==> src/rtl/tetris_board_renderer_if.sv <==
// Pixel-stage bundle: raw timing in, board RAM read port, and aligned RGB/sync out.
// The renderer sits on the slave side; the sync generator / RAM / VGA side is master.
interface tetris_board_renderer_if;
   logic       iBLANK_n;
   logic       iHS;
   logic       iVS;
   logic [7:0] oCELL_ADDR;
   logic [2:0] iCELL_DATA;
   logic [3:0] oVGA_R;
   logic [3:0] oVGA_G;
   logic [3:0] oVGA_B;
   logic       oHS;
   logic       oVS;
   logic       oBLANK_n;

   modport master (
      output iBLANK_n, iHS, iVS, iCELL_DATA,
      input  oCELL_ADDR, oVGA_R, oVGA_G, oVGA_B, oHS, oVS, oBLANK_n
   );

   modport slave (
      input  iBLANK_n, iHS, iVS, iCELL_DATA,
      output oCELL_ADDR, oVGA_R, oVGA_G, oVGA_B, oHS, oVS, oBLANK_n
   );
endinterface

==> src/rtl/tetris_board_renderer.sv <==
// Tetris board pixel-colour stage: tracks x/y from raw timing, reads board cells,
// maps them through the tetromino palette; RGB and syncs leave 3 cycles after input.
module tetris_board_renderer #(
   parameter int          BOARD_X0   = 220,
   parameter int          BOARD_Y0   = 40,
   parameter int          CELL_PX    = 20,
   parameter int          COLS       = 10,
   parameter int          ROWS       = 20,
   parameter int          BORDER_PX  = 4,
   parameter logic [11:0] BORDER_RGB = 12'hAAA,
   parameter logic [11:0] GRID_RGB   = 12'h222,
   parameter logic [11:0] BG_RGB     = 12'h000
) (
   input  logic                    iVGA_CLK,
   input  logic                    iRST_n,
   tetris_board_renderer_if.slave  vga
);

   localparam logic [9:0] X0_C       = 10'(BOARD_X0);
   localparam logic [9:0] X1_C       = 10'(BOARD_X0 + COLS * CELL_PX);
   localparam logic [9:0] FX0_C      = 10'(BOARD_X0 - BORDER_PX);
   localparam logic [9:0] FX1_C      = 10'(BOARD_X0 + COLS * CELL_PX + BORDER_PX);
   localparam logic [9:0] Y0_C       = 10'(BOARD_Y0);
   localparam logic [9:0] Y1_C       = 10'(BOARD_Y0 + ROWS * CELL_PX);
   localparam logic [9:0] FY0_C      = 10'(BOARD_Y0 - BORDER_PX);
   localparam logic [9:0] FY1_C      = 10'(BOARD_Y0 + ROWS * CELL_PX + BORDER_PX);
   localparam logic [5:0] SUB_LAST_C = 6'(CELL_PX - 1);
   localparam logic [7:0] COL_LAST_C = 8'(COLS - 1);
   localparam logic [7:0] ROW_LAST_C = 8'(ROWS - 1);
   localparam logic [7:0] COLS_C     = 8'(COLS);

   function automatic logic [11:0] cellColour(input logic [2:0] code);
      logic [11:0] colour;
      case (code)
         3'd1:    colour = 12'h0FF;
         3'd2:    colour = 12'hFF0;
         3'd3:    colour = 12'hF0F;
         3'd4:    colour = 12'h0F0;
         3'd5:    colour = 12'hF00;
         3'd6:    colour = 12'h00F;
         3'd7:    colour = 12'hF80;
         default: colour = BG_RGB;
      endcase
      return colour;
   endfunction

   logic [9:0]  xCnt_r, yCnt_r;
   logic        blankPrev_r, synced_r;
   logic [5:0]  subX_r, subY_r;
   logic [7:0]  col_r, row_r;
   logic [5:0]  subXCur_s, subYCur_s, subXNext_s, subYNext_s;
   logic [7:0]  colCur_s, rowCur_s, colNext_s, rowNext_s;
   logic        lineEnd_s, visible_s, xInBoard_s, yInBoard_s, xInFrame_s, yInFrame_s;
   logic        inBoard_s, inFrame_s, grid_s;
   logic [7:0]  addr_s;
   logic [7:0]  addr_r;
   logic        inBoard1_r, inFrame1_r, grid1_r, vis1_r;
   logic        inBoard2_r, inFrame2_r, grid2_r, vis2_r;
   logic [11:0] rgbNext_s, rgb_r;
   logic [2:0]  hsDly_r, vsDly_r, blankDly_r;

   // Current cell position: sub counters restart whenever the board edge is reached.
   always_comb begin
      subXCur_s = subX_r;
      colCur_s  = col_r;
      subYCur_s = subY_r;
      rowCur_s  = row_r;
      if (xCnt_r == X0_C) begin
         subXCur_s = 6'd0;
         colCur_s  = 8'd0;
      end else begin
         subXCur_s = subX_r;
         colCur_s  = col_r;
      end
      if (yCnt_r == Y0_C) begin
         subYCur_s = 6'd0;
         rowCur_s  = 8'd0;
      end else begin
         subYCur_s = subY_r;
         rowCur_s  = row_r;
      end
   end

   // Next cell position: wrap the sub counter, saturate col/row at the last cell.
   always_comb begin
      subXNext_s = subXCur_s + 6'd1;
      colNext_s  = colCur_s;
      subYNext_s = subYCur_s + 6'd1;
      rowNext_s  = rowCur_s;
      if (subXCur_s == SUB_LAST_C) begin
         subXNext_s = 6'd0;
         if (colCur_s != COL_LAST_C) colNext_s = colCur_s + 8'd1;
         else                        colNext_s = colCur_s;
      end else begin
         subXNext_s = subXCur_s + 6'd1;
      end
      if (subYCur_s == SUB_LAST_C) begin
         subYNext_s = 6'd0;
         if (rowCur_s != ROW_LAST_C) rowNext_s = rowCur_s + 8'd1;
         else                        rowNext_s = rowCur_s;
      end else begin
         subYNext_s = subYCur_s + 6'd1;
      end
   end

   // Region classification of the incoming pixel; nothing is drawn until y is synchronised.
   always_comb begin
      lineEnd_s  = blankPrev_r & ~vga.iBLANK_n;
      visible_s  = vga.iBLANK_n & synced_r;
      xInBoard_s = (xCnt_r >= X0_C) && (xCnt_r < X1_C);
      yInBoard_s = (yCnt_r >= Y0_C) && (yCnt_r < Y1_C);
      xInFrame_s = (xCnt_r >= FX0_C) && (xCnt_r < FX1_C);
      yInFrame_s = (yCnt_r >= FY0_C) && (yCnt_r < FY1_C);
      inBoard_s  = visible_s & xInBoard_s & yInBoard_s;
      inFrame_s  = visible_s & xInFrame_s & yInFrame_s & ~(xInBoard_s & yInBoard_s);
      grid_s     = inBoard_s & ((subXCur_s == SUB_LAST_C) | (subYCur_s == SUB_LAST_C));
      if (inBoard_s) addr_s = rowCur_s * COLS_C + colCur_s;
      else           addr_s = 8'd0;
   end

   // Stage 0 counters: x per active pixel, y and row per line end, y cleared by vsync.
   always_ff @(posedge iVGA_CLK or negedge iRST_n) begin
      if (!iRST_n) begin
         xCnt_r      <= 10'd0;
         yCnt_r      <= 10'd0;
         blankPrev_r <= 1'b0;
         synced_r    <= 1'b0;
         subX_r      <= 6'd0;
         col_r       <= 8'd0;
         subY_r      <= 6'd0;
         row_r       <= 8'd0;
      end else begin
         blankPrev_r <= vga.iBLANK_n;
         if (vga.iBLANK_n) begin
            xCnt_r <= xCnt_r + 10'd1;
            subX_r <= subXNext_s;
            col_r  <= colNext_s;
         end else begin
            xCnt_r <= 10'd0;
         end
         if (!vga.iVS) begin
            yCnt_r   <= 10'd0;
            synced_r <= 1'b1;
         end else if (lineEnd_s) begin
            yCnt_r <= yCnt_r + 10'd1;
         end
         if (lineEnd_s) begin
            subY_r <= subYNext_s;
            row_r  <= rowNext_s;
         end
      end
   end

   // Stages 1 and 2: RAM address out, region flags follow the RAM read latency.
   always_ff @(posedge iVGA_CLK or negedge iRST_n) begin
      if (!iRST_n) begin
         addr_r     <= 8'd0;
         inBoard1_r <= 1'b0;
         inFrame1_r <= 1'b0;
         grid1_r    <= 1'b0;
         vis1_r     <= 1'b0;
         inBoard2_r <= 1'b0;
         inFrame2_r <= 1'b0;
         grid2_r    <= 1'b0;
         vis2_r     <= 1'b0;
      end else begin
         addr_r     <= addr_s;
         inBoard1_r <= inBoard_s;
         inFrame1_r <= inFrame_s;
         grid1_r    <= grid_s;
         vis1_r     <= visible_s;
         inBoard2_r <= inBoard1_r;
         inFrame2_r <= inFrame1_r;
         grid2_r    <= grid1_r;
         vis2_r     <= vis1_r;
      end
   end

   // Stage 3 colour selection from the flags and the returned cell code.
   always_comb begin
      rgbNext_s = BG_RGB;
      if (!vis2_r) begin
         rgbNext_s = 12'h000;
      end else if (inFrame2_r) begin
         rgbNext_s = BORDER_RGB;
      end else if (inBoard2_r) begin
         if (vga.iCELL_DATA == 3'd0) begin
            if (grid2_r) rgbNext_s = GRID_RGB;
            else         rgbNext_s = BG_RGB;
         end else begin
            rgbNext_s = cellColour(vga.iCELL_DATA);
         end
      end else begin
         rgbNext_s = BG_RGB;
      end
   end

   // Stage 3 output register plus the matching 3-tap sync/blank delays.
   always_ff @(posedge iVGA_CLK or negedge iRST_n) begin
      if (!iRST_n) begin
         rgb_r      <= 12'h000;
         hsDly_r    <= 3'b111;
         vsDly_r    <= 3'b111;
         blankDly_r <= 3'b000;
      end else begin
         rgb_r      <= rgbNext_s;
         hsDly_r    <= {hsDly_r[1:0], vga.iHS};
         vsDly_r    <= {vsDly_r[1:0], vga.iVS};
         blankDly_r <= {blankDly_r[1:0], vga.iBLANK_n};
      end
   end

   assign vga.oCELL_ADDR = addr_r;
   assign vga.oVGA_R     = rgb_r[11:8];
   assign vga.oVGA_G     = rgb_r[7:4];
   assign vga.oVGA_B     = rgb_r[3:0];
   assign vga.oHS        = hsDly_r[2];
   assign vga.oVS        = vsDly_r[2];
   assign vga.oBLANK_n   = blankDly_r[2];

endmodule

==> src/flat_wrapper.sv <==
// flat-port wrapper written by rule: the top's interface ports become plain ports
module tetris_board_renderer_flat 
#(
   parameter int          BOARD_X0   = 220,
   parameter int          BOARD_Y0   = 40,
   parameter int          CELL_PX    = 20,
   parameter int          COLS       = 10,
   parameter int          ROWS       = 20,
   parameter int          BORDER_PX  = 4,
   parameter logic [11:0] BORDER_RGB = 12'hAAA,
   parameter logic [11:0] GRID_RGB   = 12'h222,
   parameter logic [11:0] BG_RGB     = 12'h000
)
  (iVGA_CLK, iRST_n, vga_iBLANK_n, vga_iHS, vga_iVS, vga_iCELL_DATA, vga_oCELL_ADDR, vga_oVGA_R, vga_oVGA_G, vga_oVGA_B, vga_oHS, vga_oVS, vga_oBLANK_n);
  tetris_board_renderer_if vga_i ();
  input  logic iVGA_CLK;
  input  logic iRST_n;
  input wire logic [$bits(vga_i.iBLANK_n)-1:0] vga_iBLANK_n;
  input wire logic [$bits(vga_i.iHS)-1:0] vga_iHS;
  input wire logic [$bits(vga_i.iVS)-1:0] vga_iVS;
  input wire logic [$bits(vga_i.iCELL_DATA)-1:0] vga_iCELL_DATA;
  output wire logic [$bits(vga_i.oCELL_ADDR)-1:0] vga_oCELL_ADDR;
  output wire logic [$bits(vga_i.oVGA_R)-1:0] vga_oVGA_R;
  output wire logic [$bits(vga_i.oVGA_G)-1:0] vga_oVGA_G;
  output wire logic [$bits(vga_i.oVGA_B)-1:0] vga_oVGA_B;
  output wire logic [$bits(vga_i.oHS)-1:0] vga_oHS;
  output wire logic [$bits(vga_i.oVS)-1:0] vga_oVS;
  output wire logic [$bits(vga_i.oBLANK_n)-1:0] vga_oBLANK_n;
  assign vga_i.iBLANK_n = vga_iBLANK_n;
  assign vga_i.iHS = vga_iHS;
  assign vga_i.iVS = vga_iVS;
  assign vga_i.iCELL_DATA = vga_iCELL_DATA;
  assign vga_oCELL_ADDR = vga_i.oCELL_ADDR;
  assign vga_oVGA_R = vga_i.oVGA_R;
  assign vga_oVGA_G = vga_i.oVGA_G;
  assign vga_oVGA_B = vga_i.oVGA_B;
  assign vga_oHS = vga_i.oHS;
  assign vga_oVS = vga_i.oVS;
  assign vga_oBLANK_n = vga_i.oBLANK_n;
  tetris_board_renderer #(.BOARD_X0(BOARD_X0), .BOARD_Y0(BOARD_Y0), .CELL_PX(CELL_PX), .COLS(COLS), .ROWS(ROWS), .BORDER_PX(BORDER_PX), .BORDER_RGB(BORDER_RGB), .GRID_RGB(GRID_RGB), .BG_RGB(BG_RGB)) u_core (.iVGA_CLK(iVGA_CLK), .iRST_n(iRST_n), .vga(vga_i));
endmodule
==> config.mk <==
export PLATFORM = sky130hd
export DESIGN_NAME = tetris_board_renderer_flat
export DESIGN_NICKNAME = d
export VERILOG_FILES = /design/src/rtl/tetris_board_renderer_if.sv /design/src/rtl/tetris_board_renderer.sv /design/src/flat_wrapper.sv
export SDC_FILE = /design/constraint.sdc
export NUM_CORES = 1
export LEC_CHECK = 0
export CAP_MARGIN = 20
export CELL_PAD_IN_SITES_DETAIL_PLACEMENT = 0
export CELL_PAD_IN_SITES_GLOBAL_PLACEMENT = 1
export CORE_MARGIN = 2
export CORE_UTILIZATION = 50
export CTS_CLUSTER_DIAMETER = 120
export CTS_CLUSTER_SIZE = 14
export DETAILED_ROUTE_END_ITERATION = 7
export MAX_ROUTING_LAYER = met4
export PLACE_DENSITY = 0.87
export RECOVER_POWER = 25
export SETUP_SLACK_MARGIN = 0.02
export SLEW_MARGIN = 0
export SYNTH_ARGS = -nofsm -noshare
export SYNTH_HDL_FRONTEND = slang
export SYNTH_SLANG_ARGS = --single-unit
==> constraint.sdc <==
create_clock -name iVGA_CLK -period 7.4 [get_ports iVGA_CLK]
set_input_delay 1.85 -clock iVGA_CLK [delete_from_list [all_inputs] [get_ports iVGA_CLK]]
set_output_delay 1.85 -clock iVGA_CLK [all_outputs]
set_load 0.01 [all_outputs]
==> results.md, run 1 <==
- Detail Placement HPWL: 5790 µm
- Syn_nets: 488
- Clock Skews: between 0.007 and 0.008 ns
- Post-CTS sizing: 0
- Clk_lat worst skew: 0.35 ns
- Number of synthesized register bits: between 80 and 90
- Die H: 98.8 µm
- Min Tclk post-route: 3.89 ns
- Initial core utilization: 0.516
- Final Hold Viols: 0
- Clock tree buffer depth: 2
- Peak supply drop: 0.106 mV
- Port bufs: 30
- Endpoint, Worst Hold: u_core.blankDly_r[2]
- CTS Sinks: between 80 and 90
- Final-stage net count: slightly above 500
- CP max stage cell: nand3_1
- Number of synthesized flops with an enable pin: 0
- I/O pin count: 31
- FF-to-FF path depth: 13
- Layout cell share with drive strength beyond 1: 0.0885
- Post-Place Cells: 577
- Top cell type by total area after synthesis: dfrtp_1
- Mux contribution to synthesized area: 0.00751
- First-pass GRT wire length: 14,600 µm
- Top delay family on crit path: simple AND/OR/NAND/NOR gates
- Xor/xnor cell area share of the yosys netlist: 0.0595
- Max_cap viols: 1
- H-tree depth: 3
- RSZ-0062 raised after global routing: false
- Post-synthesis simple-gate area fraction: 0.229
- Worst-Margin Slew: 1.98 ns
- Root Buffer: clkbuf_8
- Most common cell in the synthesized netlist: dfrtp_1
- Worst reg2reg startpoint: u_core.yCnt_r[6]
- Worst-path cell chain: nor4_4 -> nand3_1 -> and2_1 -> ha_1 -> ha_1 -> fa_1 -> xor2_1 -> ha_1 -> a21o_1 -> o32ai_1 -> a21oi_1 -> xnor2_1 -> nor2_1
- Routed Antenna Nets: 0
- Top post-synthesis cells by area: dfrtp_1 (43%), ha_1 (5.6%), and2_1 (4.2%), dfstp_2 (3.5%), nand2_1 (3.4%)
- Die area: around 9800 µm²
- CP Data Arrival Time: a little over 4 ns
- Setup violators final: 0
- Synth Area in Adders: 0.0626
- Gate Count Post-Synth: between 400 and 500
- Worst R2R End: u_core.vga.oCELL_ADDR[7]
- Setup WS pre-CTS: 3.17 ns
- Critical path fanouts, max: 19
- Synth unique cells: 59
- Setup TNS: 0 ns
- DR vias/cell: 5.57
- Final WL: around 8300 µm
- Synth Area in Compound Gates: 0.136
- Final Cycle Share: 0.526
- Worst Setup End Kind: flip-flop
- Buf+Inv Stages, Crit Path: 0
- Core area: 8720 µm²
- CP required: 7.64 ns
- Crit path kind: flip-flop to flip-flop
- Overall power: 0.922 mW
- Yosys warns: 0
- Hold Path Cell Cnt: 0
- CTS buffer count: 9
- Post-Syn Area: 4500 µm²
- Max Freq: between 200 and 300 MHz
- WL/cell: ~14 µm
- Router iterations before antenna repair: 4
- Die width: 98.8 µm
- Routability congestion estimate: 0.844
- Largest net degree at the start of global routing: 84
- CTS tree: built
- Layout Cells excl Fill: ~600
- Total global routing overflow: 0
- Gr usage total: 0.187
- Final Max Slew Viols: 37
- Largest family of logic cells by synthesized area: simple AND/OR/NAND/NOR gates
- Syn-to-layout area delta: 12.2%
- Initial antenna violation count: 0
- HP Start: u_core.blankDly_r[1]
- Vias in the first global route: 3,179
- Row Count: 34
- Post-CTS Repair Setup Buffers: 0
- Final setup margin: 3.51 ns
- Iteration-0 DRC Markers: about 130
- Critical path's largest stage delay: 0.50 ns
- Top cells by count, synth: dfrtp_1 (77), nand2_1 (41), and2_1 (30), nor2_1 (30), o21ai_0 (30)
- CTS Hold Buffers Added: 0
- Clk slew on worst S/H paths: around 0.09 ns
- Main synth FF type: dfrtp_1
- Crit start category: flip-flop
- Path type of the worst min-delay path: flip-flop to flip-flop
- Status: finished with violations
- Violated checks: max-capacitance violations, max-slew violations
- Flop2flop setup slack: 3.51 ns
- P_leak: roughly 2.3 nW
- Slew margin rel.: -0.320
- Top cell by count, worst path: ha_1
- Fraction of registers with async set/reset: 1.00
- DRC: 0
- Min Hold Slack: 0.355 ns
- Via count: 3,306
- Synthesized area per cell: 9.80 µm²
- Power per cell area: roughly 180 nW/µm²
- # diodes: 0
- Share of the synthesized area in the top cell type: 0.428
- Seq/Total Area, Yosys: 0.464
## how the worst max path moves through the flow
stage                     startpoint                        to  slack, ns  depth (start not counted)
finish              u_core.yCnt_r[6]  u_core.vga.oCELL_ADDR[7]       3.51                         13
global route        u_core.yCnt_r[6]  u_core.vga.oCELL_ADDR[7]       3.17                         13
global placement        vga_iBLANK_n          u_core.yCnt_r[8]       3.29                          8
floorplan           u_core.xCnt_r[0]           u_core.col_r[6]       3.94                         14
detailed placement      vga_iBLANK_n          u_core.yCnt_r[9]       3.17                          6
CTS                 u_core.yCnt_r[6]  u_core.vga.oCELL_ADDR[7]       3.50                         13
## placed cells by master (no fill, tap or decap), drive strengths merged, types with 5 or more instances in the layout
master,n
a21boi,7
a21oi,22
a31oi,6
and2,30
and3,9
clkbuf,10
clkdlybuf4s50,28
dfrtp,77
dfstp,6
ha,20
inv,24
nand2,41
nand3,27
nand4,9
nor2,30
nor3,7
nor4,5
o21ai,30
xnor2,16
xor2,12
## metal layers
metal / up-vias / track usage / wire length (µm)
li1: 1656 / - / -
met1: 1603 / 0.262 / 4170
met2: 43 / 0.281 / 3770
met3: 4 / 0.0390 / 255
met4: 0 / 0.0506 / 57
met5: - / - / 0
## worst register-to-register path, stage by stage (launching register included)
cell and delay [ns]:
dfrtp_1 0.45, nor4_4 0.40, nand3_1 0.50, and2_1 0.38
ha_1 0.20, ha_1 0.20, fa_1 0.38, xor2_1 0.22
ha_1 0.31, a21o_1 0.21, o32ai_1 0.24, a21oi_1 0.09
xnor2_1 0.15, nor2_1 0.06
## area by class of cell
cell class                 instances  area, µm²
clock inverter                     7       65.1
sequential                        83       2080
inverter                          19       71.3
clock buffer                       9        124
timing repair buffer              33        337
fill                             748       3680
multi-input combinational        335       2230
tap                              108        135
## where the power goes
group          total, mW  internal (mW)  switching, mW
logic              0.103         0.0477         0.0557
clock network      0.313          0.131          0.182
registers          0.506          0.480         0.0258
## logic make-up (layout without fill, tap and decap cells)
| family | Yosys count | in the layout |
|---|---|---|
| and+or+nand+nor | 186 | 186 |
| AOI/OAI and AO/OA | 95 | 95 |
| buffers and inverters | 41 | 68 |
| muxes | 3 | 3 |
| adders and majority gates | 22 | 22 |
| xor gates and xnor gates | 29 | 29 |
| DFF | 83 | 83 |
## registers in the layout, summed over array words and instances, names as in the netlist, 6 cells and up
register and count:
u_core.vga.oCELL_ADDR 8, u_core.subX_r 6, u_core.rgb_r 9, u_core.row_r 8, u_core.xCnt_r 10, u_core.yCnt_r 10
u_core.subY_r 6, u_core.col_r 8
## through the flow
stage / cell area (µm²) / util
after global routing: 5040 / 0.578
after CTS: 5020 / 0.576
final: 5040 / 0.578
after global placement: 4830 / 0.554
after floorplan: 4500 / -
after detailed placement: 4830 / 0.554
Power figures use the tool's default switching activity.
==> run 2, diff against run 1 <==
--- a/config.mk
+++ b/config.mk
@@ -9,12 +9,12 @@
 export CELL_PAD_IN_SITES_DETAIL_PLACEMENT = 0
 export CELL_PAD_IN_SITES_GLOBAL_PLACEMENT = 1
 export CORE_MARGIN = 2
-export CORE_UTILIZATION = 50
+export CORE_UTILIZATION = 46
 export CTS_CLUSTER_DIAMETER = 120
 export CTS_CLUSTER_SIZE = 14
 export DETAILED_ROUTE_END_ITERATION = 7
 export MAX_ROUTING_LAYER = met4
-export PLACE_DENSITY = 0.87
+export PLACE_DENSITY = 0.81
 export RECOVER_POWER = 25
 export SETUP_SLACK_MARGIN = 0.02
 export SLEW_MARGIN = 0
==> constraint.sdc (replaced) <==
create_clock -name iVGA_CLK -period 3.84 [get_ports iVGA_CLK]
set_input_delay 0.96 -clock iVGA_CLK [delete_from_list [all_inputs] [get_ports iVGA_CLK]]
set_output_delay 0.96 -clock iVGA_CLK [all_outputs]
set_load 0.01 [all_outputs]
==> run 2 against run 1 <==
The flow now finishes without violations. Combinational power rose by 93%. Count of clock-buffer cells in the layout did not move. Design area rose by 1.7%. Highest routed layer unchanged.
==> results.md, run 2 (synthesized netlist as in run 1, its figures left out) <==
- Status: finished clean
- CP Data Arrival Time: 3.70 ns
- Die area: 10,600 µm²
- Clk_lat worst skew: ~0.36 ns
- Via count: 3,379
- DR vias/cell: 5.42
- I/O pin count: 31
- Crit path kind: flip-flop to flip-flop
- Row Count: 36
- CP required: 4.08 ns
- Overall power: 1.90 mW
- CTS buffer count: 9
- WL/cell: 13.8 µm
- Peak supply drop: 0.219 mV
- P_leak: 2.32 nW
- Setup violators final: 0
- First-pass GRT wire length: 14,900 µm
- Clock tree buffer depth: 2
- Max Freq: 289 MHz
- Power per cell area: 370 nW/µm²
- Root Buffer: clkbuf_8
- Router iterations before antenna repair: 5
- Post-CTS sizing: 0
- Min Tclk post-route: approximately 3.5 ns
- Commonest non-fill, non-tap cell in the layout: dfrtp_1
- Initial antenna violation count: 0
- Die H: 103 µm
- Setup TNS: 0 ns
- # diodes: 0
- Post-Place Cells: between 600 and 700
- Final Max Slew Viols: 0
- Clk slew on worst S/H paths: 0.09 ns
- Layout Utilization: 0.532
- Layout cell share with drive strength beyond 1: 0.0978
- Iteration-0 DRC Markers: 166
- Max_cap viols: 0
- Most frequent cells in the layout: dfrtp_1 (77), nand2_1 (41), and2_1 (30), o21ai_0 (30), nor2_1 (30)
- Detail Placement HPWL: 6020 µm
- Layout Cells excl Fill: 624
- Initial core utilization: 0.467
- Worst Setup End Kind: flip-flop
- Clock Skews: 0.00998 ns
- CTS Sinks: 83
- Largest net degree at the start of global routing: 84
- CTS Hold Buffers Added: 0
- DRC: 0
- RSZ-0062 raised after global routing: false
- Final-stage net count: 515
- Total global routing overflow: 0
- Final Hold Viols: 0
- Gr usage total: 0.186
- Path type of the worst min-delay path: flip-flop to flip-flop
- Vias in the first global route: 3,237
- Largest registers: u_core.xCnt_r: 10 flops, u_core.yCnt_r: 10 flops, u_core.rgb_r: 9 flops
- Critical path fanouts, max: 7
- Routability congestion estimate: 0.888
- CTS tree: built
- Die width: 103 µm
- FF-to-FF path depth: 13
- Port bufs: 30
- Hold Path Cell Cnt: 0
- Syn-to-layout area delta: 14.1%
- Worst-Margin Slew: 1.38 ns
- Core area: about 9600 µm²
- Slew margin rel.: 0.0781
- Final Cycle Share: 0.901
- Routed Antenna Nets: 0
- Crit start category: flip-flop
- Final WL: approximately 8600 µm
- H-tree depth: 3
- Post-CTS Repair Setup Buffers: 0
[run 2: cell types whose count changed in the layout (fill, tap and decap cells not counted)]
cell,delta
buf_4,+5
bufinv_16,+2
clkinv_4,-1
inv_8,-1
buf_16,-1
clkbuf_2,+1
[run 2: cell type report]
cell class | instances | area [µm²]
Sequential cell | 83 | 2080
Multi-Input combinational cell | 335 | 2230
Timing Repair Buffer | 38 | 352
Clock inverter | 7 | 105
Inverter | 19 | 71.3
Fill cell | 917 | 4510
Clock buffer | 9 | 124
Tap cell | 133 | 166
[run 2: per-stage QoR]
stage                     setup slack [ns]  area [µm²]  hold WS (ns)
after CTS                            0.384        5130         0.349
after detailed placement             0.393        4900         0.337
after global placement               0.524        4900         0.334
after global routing                 0.150        5130         0.361
final                                0.382        5130         0.347
after floorplan                      0.380        4500         0.331
[run 2: routing by layer]
layer  share of wire  GRT usage  vias to the layer above
li1                -          -                     1665
met1            0.47      0.245                     1635
met2            0.47      0.285                       62
met3           0.033     0.0353                       17
met4           0.022     0.0789                        0
met5               0          -                        -
[run 2: power breakdown]
| part | internal, mW | total [mW] | switching [mW] |
|---|---|---|---|
| Sequential | 0.925 | 0.975 | 0.0505 |
| Clock | 0.378 | 0.726 | 0.348 |
| Combinational | 0.0906 | 0.199 | 0.108 |
| Total | 1.39 | 1.90 | 0.507 |
[run 2: worst paths after layout]
kind                             startpoint                  endpoint  slack [ns]
max                        u_core.yCnt_r[6]  u_core.vga.oCELL_ADDR[7]        0.38
min                           u_core.vis1_r             u_core.vis2_r        0.35
max reg2reg                u_core.yCnt_r[6]  u_core.vga.oCELL_ADDR[7]        0.38
min reg2reg                   u_core.vis1_r             u_core.vis2_r        0.35
max in group asynchronous            iRST_n  u_core.vga.oCELL_ADDR[4]        0.97
min in group asynchronous            iRST_n          u_core.rgb_r[10]        0.86
[run 2: critical path, cell delays in order, from the launching register on]
cell and delay [ns]:
dfrtp_1 0.44, nor4_4 0.38, nand3_1 0.24, and2_1 0.26
ha_1 0.20, ha_1 0.20, fa_1 0.38, xor2_1 0.18
ha_1 0.33, a21o_1 0.21, o32ai_1 0.23, a21oi_1 0.09
xnor2_1 0.14, nor2_1 0.05
==> run 3, diff against run 2 <==
--- a/config.mk
+++ b/config.mk
@@ -13,10 +13,10 @@
 export CTS_CLUSTER_DIAMETER = 120
 export CTS_CLUSTER_SIZE = 14
 export DETAILED_ROUTE_END_ITERATION = 7
+export GPL_ROUTABILITY_DRIVEN = 0
 export MAX_ROUTING_LAYER = met4
 export PLACE_DENSITY = 0.81
 export RECOVER_POWER = 25
-export SETUP_SLACK_MARGIN = 0.02
 export SLEW_MARGIN = 0
 export SYNTH_ARGS = -nofsm -noshare
 export SYNTH_HDL_FRONTEND = slang
==> results of run 3 <==
Final layout, timing and power as in run 2 (identical DEF).
